### config.mk
export PLATFORM = sky130hd
export DESIGN_NAME = debounced_pio
export DESIGN_NICKNAME = d
export VERILOG_FILES = /design/src/rtl/pio_pkg.sv /design/src/rtl/debounce_bit.sv /design/src/rtl/debounced_pio.sv
export SDC_FILE = /design/constraint.sdc
export NUM_CORES = 1
export LEC_CHECK = 0
export CAP_MARGIN = 10
export CORE_MARGIN = 2
export CORE_UTILIZATION = 50
export CTS_CLUSTER_DIAMETER = 60
export DETAILED_ROUTE_END_ITERATION = 10
export PLACE_DENSITY = 0.74
export SYNTH_ARGS = -nofsm -noshare
export SYNTH_HDL_FRONTEND = slang
export SYNTH_SLANG_ARGS = --single-unit
### constraint.sdc
create_clock -name clk -period 2.4 [get_ports clk]
set_input_delay 0.48 -clock clk [delete_from_list [all_inputs] [get_ports clk]]
set_output_delay 0.48 -clock clk [all_outputs]
set_load 0.02 [all_outputs]
### src/rtl/pio_pkg.sv
// Shared definitions for the debounced PIO block.
// Holds the Avalon-MM register word offsets, the fixed read latency and a
// helper that sizes the per-channel debounce counter.
package pio_pkg;

  // Register word offsets (avs_address); offsets 6 and 7 are unmapped.
  localparam logic [2:0] REG_DATA     = 3'd0;
  localparam logic [2:0] REG_IRQ_MASK = 3'd1;
  localparam logic [2:0] REG_EDGE_CAP = 3'd2;
  localparam logic [2:0] REG_RISE_EN  = 3'd3;
  localparam logic [2:0] REG_FALL_EN  = 3'd4;
  localparam logic [2:0] REG_RAW      = 3'd5;

  // avs_readdata is valid this many cycles after avs_read.
  localparam int unsigned READ_LATENCY = 32'd1;

  // Counter width able to hold 0..cycles without wrapping. The bypass case
  // (cycles == 0) still gets a 1-bit width so no zero-width vector appears.
  function automatic int unsigned cnt_width(input int unsigned cycles);
    if (cycles == 32'd0) begin
      return 32'd1;
    end else begin
      return $clog2(cycles + 32'd1);
    end
  endfunction

endpackage

### src/rtl/debounce_bit.sv
// One debounce channel: 2-flop synchronizer, stability counter and the
// accepted (debounced) level.
// Ports:
//   clk, reset_n  system clock, asynchronous active-low reset
//   raw_in        raw asynchronous input
//   synced        synchronizer output (second flop)
//   state         debounced level, resets to RESET_VALUE
module debounce_bit
  import pio_pkg::*;
#(
  parameter int unsigned DEBOUNCE_CYCLES = 500000,
  parameter logic        RESET_VALUE     = 1'b0
) (
  input  logic clk,
  input  logic reset_n,
  input  logic raw_in,
  output logic synced,
  output logic state
);

  localparam int unsigned CW = cnt_width(DEBOUNCE_CYCLES);

  logic sync1_r;
  logic sync2_r;
  logic state_r;

  // Two-flop synchronizer for the asynchronous input.
  always_ff @(posedge clk or negedge reset_n) begin
    if (!reset_n) begin
      sync1_r <= 1'b0;
      sync2_r <= 1'b0;
    end else begin
      sync1_r <= raw_in;
      sync2_r <= sync1_r;
    end
  end

  generate
    if (DEBOUNCE_CYCLES == 0) begin : g_bypass
      // No filtering: accepted level is the synced level one cycle later.
      always_ff @(posedge clk or negedge reset_n) begin
        if (!reset_n) begin
          state_r <= RESET_VALUE;
        end else begin
          state_r <= sync2_r;
        end
      end
    end else begin : g_count
      localparam logic [CW-1:0] LAST = CW'(DEBOUNCE_CYCLES - 1);
      logic [CW-1:0] cnt_r;

      // Count consecutive cycles the synced level disagrees with the
      // accepted level; accept on the last count. Any agreement restarts
      // the count, so a bounce discards partial progress.
      always_ff @(posedge clk or negedge reset_n) begin
        if (!reset_n) begin
          cnt_r   <= {CW{1'b0}};
          state_r <= RESET_VALUE;
        end else if (sync2_r != state_r) begin
          if (cnt_r == LAST) begin
            state_r <= sync2_r;
            cnt_r   <= {CW{1'b0}};
          end else begin
            cnt_r <= cnt_r + CW'(1);
          end
        end else begin
          cnt_r <= {CW{1'b0}};
        end
      end
    end
  endgenerate

  assign synced = sync2_r;
  assign state  = state_r;

endmodule

### src/rtl/debounced_pio.sv
// Debounced parallel input port with an Avalon-MM slave register file,
// per-channel rise/fall edge capture and a level interrupt.
// Ports:
//   clk, reset_n           system clock, asynchronous active-low reset
//   in_port[WIDTH]         raw asynchronous inputs
//   avs_address[3]         register word address
//   avs_read, avs_write    access strobes
//   avs_writedata[32]      write data
//   avs_readdata[32]       read data, valid one cycle after avs_read
//   irq                    registered |(EDGE_CAP & IRQ_MASK)
module debounced_pio
  import pio_pkg::*;
#(
  parameter int unsigned       WIDTH           = 4,
  parameter int unsigned       DEBOUNCE_CYCLES = 500000,
  parameter logic [WIDTH-1:0]  RESET_VALUE     = {WIDTH{1'b0}}
) (
  input  logic              clk,
  input  logic              reset_n,
  input  logic [WIDTH-1:0]  in_port,
  input  logic [2:0]        avs_address,
  input  logic              avs_read,
  input  logic              avs_write,
  input  logic [31:0]       avs_writedata,
  output logic [31:0]       avs_readdata,
  output logic              irq
);

  logic [WIDTH-1:0] synced_s;
  logic [WIDTH-1:0] data_s;
  logic [WIDTH-1:0] data_prev_r;
  logic [WIDTH-1:0] irq_mask_r;
  logic [WIDTH-1:0] edge_cap_r;
  logic [WIDTH-1:0] rise_en_r;
  logic [WIDTH-1:0] fall_en_r;
  logic [WIDTH-1:0] rise_s;
  logic [WIDTH-1:0] fall_s;
  logic [WIDTH-1:0] clr_s;
  logic [WIDTH-1:0] edge_cap_next_s;
  logic [WIDTH-1:0] wdata_s;
  logic [31:0]      rd_mux_s;
  logic [31:0]      readdata_r;
  logic             irq_r;
  logic             unused_wdata_s;

  // Zero-extend a channel vector to the 32-bit bus.
  function automatic logic [31:0] zext(input logic [WIDTH-1:0] v);
    logic [31:0] r;
    r          = 32'd0;
    r[WIDTH-1:0] = v;
    return r;
  endfunction

  genvar i;
  generate
    for (i = 0; i < WIDTH; i++) begin : g_chan
      debounce_bit #(
        .DEBOUNCE_CYCLES (DEBOUNCE_CYCLES),
        .RESET_VALUE     (RESET_VALUE[i])
      ) u_debounce_bit (
        .clk     (clk),
        .reset_n (reset_n),
        .raw_in  (in_port[i]),
        .synced  (synced_s[i]),
        .state   (data_s[i])
      );
    end
  endgenerate

  assign wdata_s        = avs_writedata[WIDTH-1:0];
  assign unused_wdata_s = ^avs_writedata;

  // Edge detection against last cycle's debounced level, and EDGE_CAP next
  // state: a new edge overrides a write-1-clear on the same bit.
  always_comb begin
    rise_s = data_s & ~data_prev_r;
    fall_s = ~data_s & data_prev_r;
    if (avs_write && (avs_address == REG_EDGE_CAP)) begin
      clr_s = wdata_s;
    end else begin
      clr_s = {WIDTH{1'b0}};
    end
    edge_cap_next_s = (edge_cap_r & ~clr_s) | (rise_s & rise_en_r) | (fall_s & fall_en_r);
  end

  // Read multiplexer; unmapped offsets return zero.
  always_comb begin
    rd_mux_s = 32'd0;
    case (avs_address)
      REG_DATA:     rd_mux_s = zext(data_s);
      REG_IRQ_MASK: rd_mux_s = zext(irq_mask_r);
      REG_EDGE_CAP: rd_mux_s = zext(edge_cap_r);
      REG_RISE_EN:  rd_mux_s = zext(rise_en_r);
      REG_FALL_EN:  rd_mux_s = zext(fall_en_r);
      REG_RAW:      rd_mux_s = zext(synced_s);
      default:      rd_mux_s = 32'd0;
    endcase
  end

  // Control registers written from the bus.
  always_ff @(posedge clk or negedge reset_n) begin
    if (!reset_n) begin
      irq_mask_r <= {WIDTH{1'b0}};
      rise_en_r  <= {WIDTH{1'b0}};
      fall_en_r  <= {WIDTH{1'b0}};
    end else if (avs_write) begin
      case (avs_address)
        REG_IRQ_MASK: irq_mask_r <= wdata_s;
        REG_RISE_EN:  rise_en_r  <= wdata_s;
        REG_FALL_EN:  fall_en_r  <= wdata_s;
        default:      ;
      endcase
    end
  end

  // Edge history and capture. data_prev_r resets to the same level as the
  // debounced state so reset itself never looks like an edge.
  always_ff @(posedge clk or negedge reset_n) begin
    if (!reset_n) begin
      data_prev_r <= RESET_VALUE;
      edge_cap_r  <= {WIDTH{1'b0}};
    end else begin
      data_prev_r <= data_s;
      edge_cap_r  <= edge_cap_next_s;
    end
  end

  // Registered read data (captures pre-write values) and interrupt.
  always_ff @(posedge clk or negedge reset_n) begin
    if (!reset_n) begin
      readdata_r <= 32'd0;
      irq_r      <= 1'b0;
    end else begin
      if (avs_read) begin
        readdata_r <= rd_mux_s;
      end
      irq_r <= |(edge_cap_r & irq_mask_r);
    end
  end

  assign avs_readdata = readdata_r;
  assign irq          = irq_r;

endmodule
==> out/results.ini <==
[timing]
max_freq_ghz=0.451
finalSetupTns_ns=0
finalCritPeriodShare_pct=92.4
slew_headroom_pct=65.2
fin_ws_ns=0.182
fin_crit_ns=2.22
final_hold_viol_count=0
setup_viol=0
worst_pin_slew_ns=0.521
slew_violations=0
rsz0062_at_grt=no
clock_skew_ns=0.00978

[placed_design]
dp.cells=692
dp_slack_ns=0.175
port_buffers=19
globalplace.congestion=0.825
place_hpwl_mm=7.13

[finish]
drive_gt1_share_pct=13.3
area_growth_pct=17.9
mostFrequentLayoutCell=dfrtp_1
layout.nets=619
final_cell_mix=dfrtp_1 (113), nor2_1 (57), nand2_1 (39)
n_antenna_cell=0
layout.cells.non_filler=725

[clock_network]
clk_latency_ns=0.53
post_cts_buffers=0
h-tree-depth=4
clk_pin_slew_ns=0.06
clockBufferDepth=2
cts-buffers-inserted=17
cts_tree=done
cts_sinks=113
clock_tree.root_cell=clkbuf_8

[die]
die_h_um=109
die_x_um=109
start_util_pct=51.1
coreArea_mm2=0.0108
num_rows=38
design.die.area_mm2=0.0119
ioPinCount=76

[yosys]
synth_cells=533
yosys_warnings=0
ys.flop_type=dfrtp_1
ys_seq_elements=113
yosysSeqAreaShare_pct=51.0
avgSynthCellArea_um2=10.4
async_flop_share_pct=100
ys_top_cells_by_area=dfrtp_1 (51%), xor2_1 (5.1%), nor2_1 (3.9%)
post_synth_num_cell_types=51
synth-edff-count=0
yosysTopAreaCell=dfrtp_1
synthesis.area_mm2=0.00554
yosysTopAreaCellShare_pct=51.0

[routing]
viasPerCell=5.47
wl_per_cell_um=15.0
drt-pass1-iter-count=5
drtIter0Drc=253
vias=3969
finalWirelength_mm=10.9
detail-route-antenna-nets=0
drcViolationCount=0

[pwr]
power_density_mw_per_mm2=794
p_leak_nw=2.78
power_mw=5.19
irDropWorstVdd_mv=0.676

[worst_setup_path]
start_kind=flip-flop
slowest_stage=or4_4
path_class=flip-flop to flip-flop
critPathTopFamily=simple AND/OR/NAND/NOR gates
end_kind=flip-flop
cpPeakStageDelay_ns=0.56
cp_data_required_time_ns=2.78
cp_cell_sequence=or4b_1 -> or4_4 -> o21ai_4 -> a21oi_1
critPathArrivalTime_ns=2.60
path_max_fanout=18
worstPathBufferInverterCount=0

[global_routing]
grt_pass1_wl_mm=19.0
grt_max_degree=41
overflow=0
grt_antenna_before_repair=0
grtUsageTotal_pct=20.6
grt_pass1_vias=4024

[outcome]
status=complete, no violations

[run]
cap_violations=0

[worst_hold_path]
hold_class=flip-flop to flip-flop

==> stage by stage <==
| stage | utilization (%) | hold slack (ns) | cell area (um2) |
|---|---|---|---|
| after CTS | 60.3 | 0.355 | 6540 |
| after global routing | 60.3 | 0.360 | 6540 |
| after detailed placement | 54.2 | 0.342 | 5870 |
| final | 60.3 | 0.354 | 6540 |
| after global placement | 54.2 | 0.335 | 5870 |
| after floorplan | - | 0.184 | 5640 |
==> power breakdown <==
part	internal, mW	switching (mW)
clock	1.90	0.859
combinational	0.155	0.203
sequential	2.00	0.0741
==> cells in the mapped netlist, types with 3 or more instances <==
cell type / number
dfrtp_1: 113
nor2_1: 57
nand2_1: 39
xor2_1: 32
buf_4: 28
a21oi_1: 25
nand3_1: 20
nand4_1: 20
xnor2_1: 19
mux2_2: 18
o21ai_0: 14
clkbuf_1: 13
or3_1: 12
or4_1: 12
inv_1: 11
and4_1: 9
o31ai_1: 9
nor3_1: 8
and2_1: 7
and3_1: 5
nor4_1: 5
a221oi_1: 4
buf_2: 4
ha_1: 4
mux2i_1: 4
o211ai_1: 4
a22oi_1: 3
nand3b_1: 3
nor2b_1: 3
nor4bb_1: 3
or4b_1: 3
==> kinds of logic (layout without fill, tap and decap cells) <==
family | Yosys count | after routing | share of synthesized area (%)
AND/OR/NAND/NOR | 215 | 215 | 21.1
buffers and inverters | 57 | 82 | 5.98
adder cells (fa/ha/maj) | 4 | 4 | 0.903
other | 1 | 28 | 0.0677
AO/OA/AOI/OAI | 70 | 70 | 8.51
XOR/XNOR | 51 | 51 | 8.06
multiplexers | 22 | 22 | 4.38
flip-flops | 113 | 113 | 51.0
==> state kept, by name, summed over array words and instances (netlist names) <==
name and cells:
avs_readdata 4, irq 1, g_chan.u_debounce_bit.sync1_r 4, rise_en_r 4, g_chan.u_debounce_bit.g_count.cnt_r 76, edge_cap_r 4, data_prev_r 4, irq_mask_r 4
fall_en_r 4, g_chan.u_debounce_bit.synced 4, g_chan.u_debounce_bit.state 4
==> cell type report <==
type                       count  area (um2)
fill                         867        4310
sequential                   113        2830
multi-input combinational    390        2480
clock buffer                  23         477
timing repair buffer          39         353
clock inverter                 9         176
tap                          140         175
inverter                      11        41.3
==> final timing paths <==
| path | endpoint | slack (ns) | cells past startpoint | from |
|---|---|---|---|---|
| max | g_chan[0].u_debounce_bit.g_count.cnt_r[15] | 0.18 | 4 | g_chan[0].u_debounce_bit.g_count.cnt_r[11] |
| min | g_chan[3].u_debounce_bit.synced | 0.35 | 0 | g_chan[3].u_debounce_bit.sync1_r |
| max reg2reg | g_chan[0].u_debounce_bit.g_count.cnt_r[15] | 0.18 | 4 | g_chan[0].u_debounce_bit.g_count.cnt_r[11] |
| min reg2reg | g_chan[3].u_debounce_bit.synced | 0.35 | 0 | g_chan[3].u_debounce_bit.sync1_r |
| max in group asynchronous | g_chan[1].u_debounce_bit.g_count.cnt_r[10] | 1.25 | 3 | reset_n |
| min in group asynchronous | g_chan[3].u_debounce_bit.g_count.cnt_r[8] | 0.48 | 2 | reset_n |
==> timing repair <==
item,4_1_cts,5_1_grt
hold buffers,1,0
endpoints found under the hold margin,35,0
resized for setup,0,0
==> layer usage <==
metal,track usage [%],wire (um),vias up
met1,26.4,4920,1938
met4,8.86,180,0
li1,-,-,1923
met2,32.7,5290,92
met5,0,0,-
met3,5.99,476,16
No activity file was read; power rests on OpenSTA's default activity.
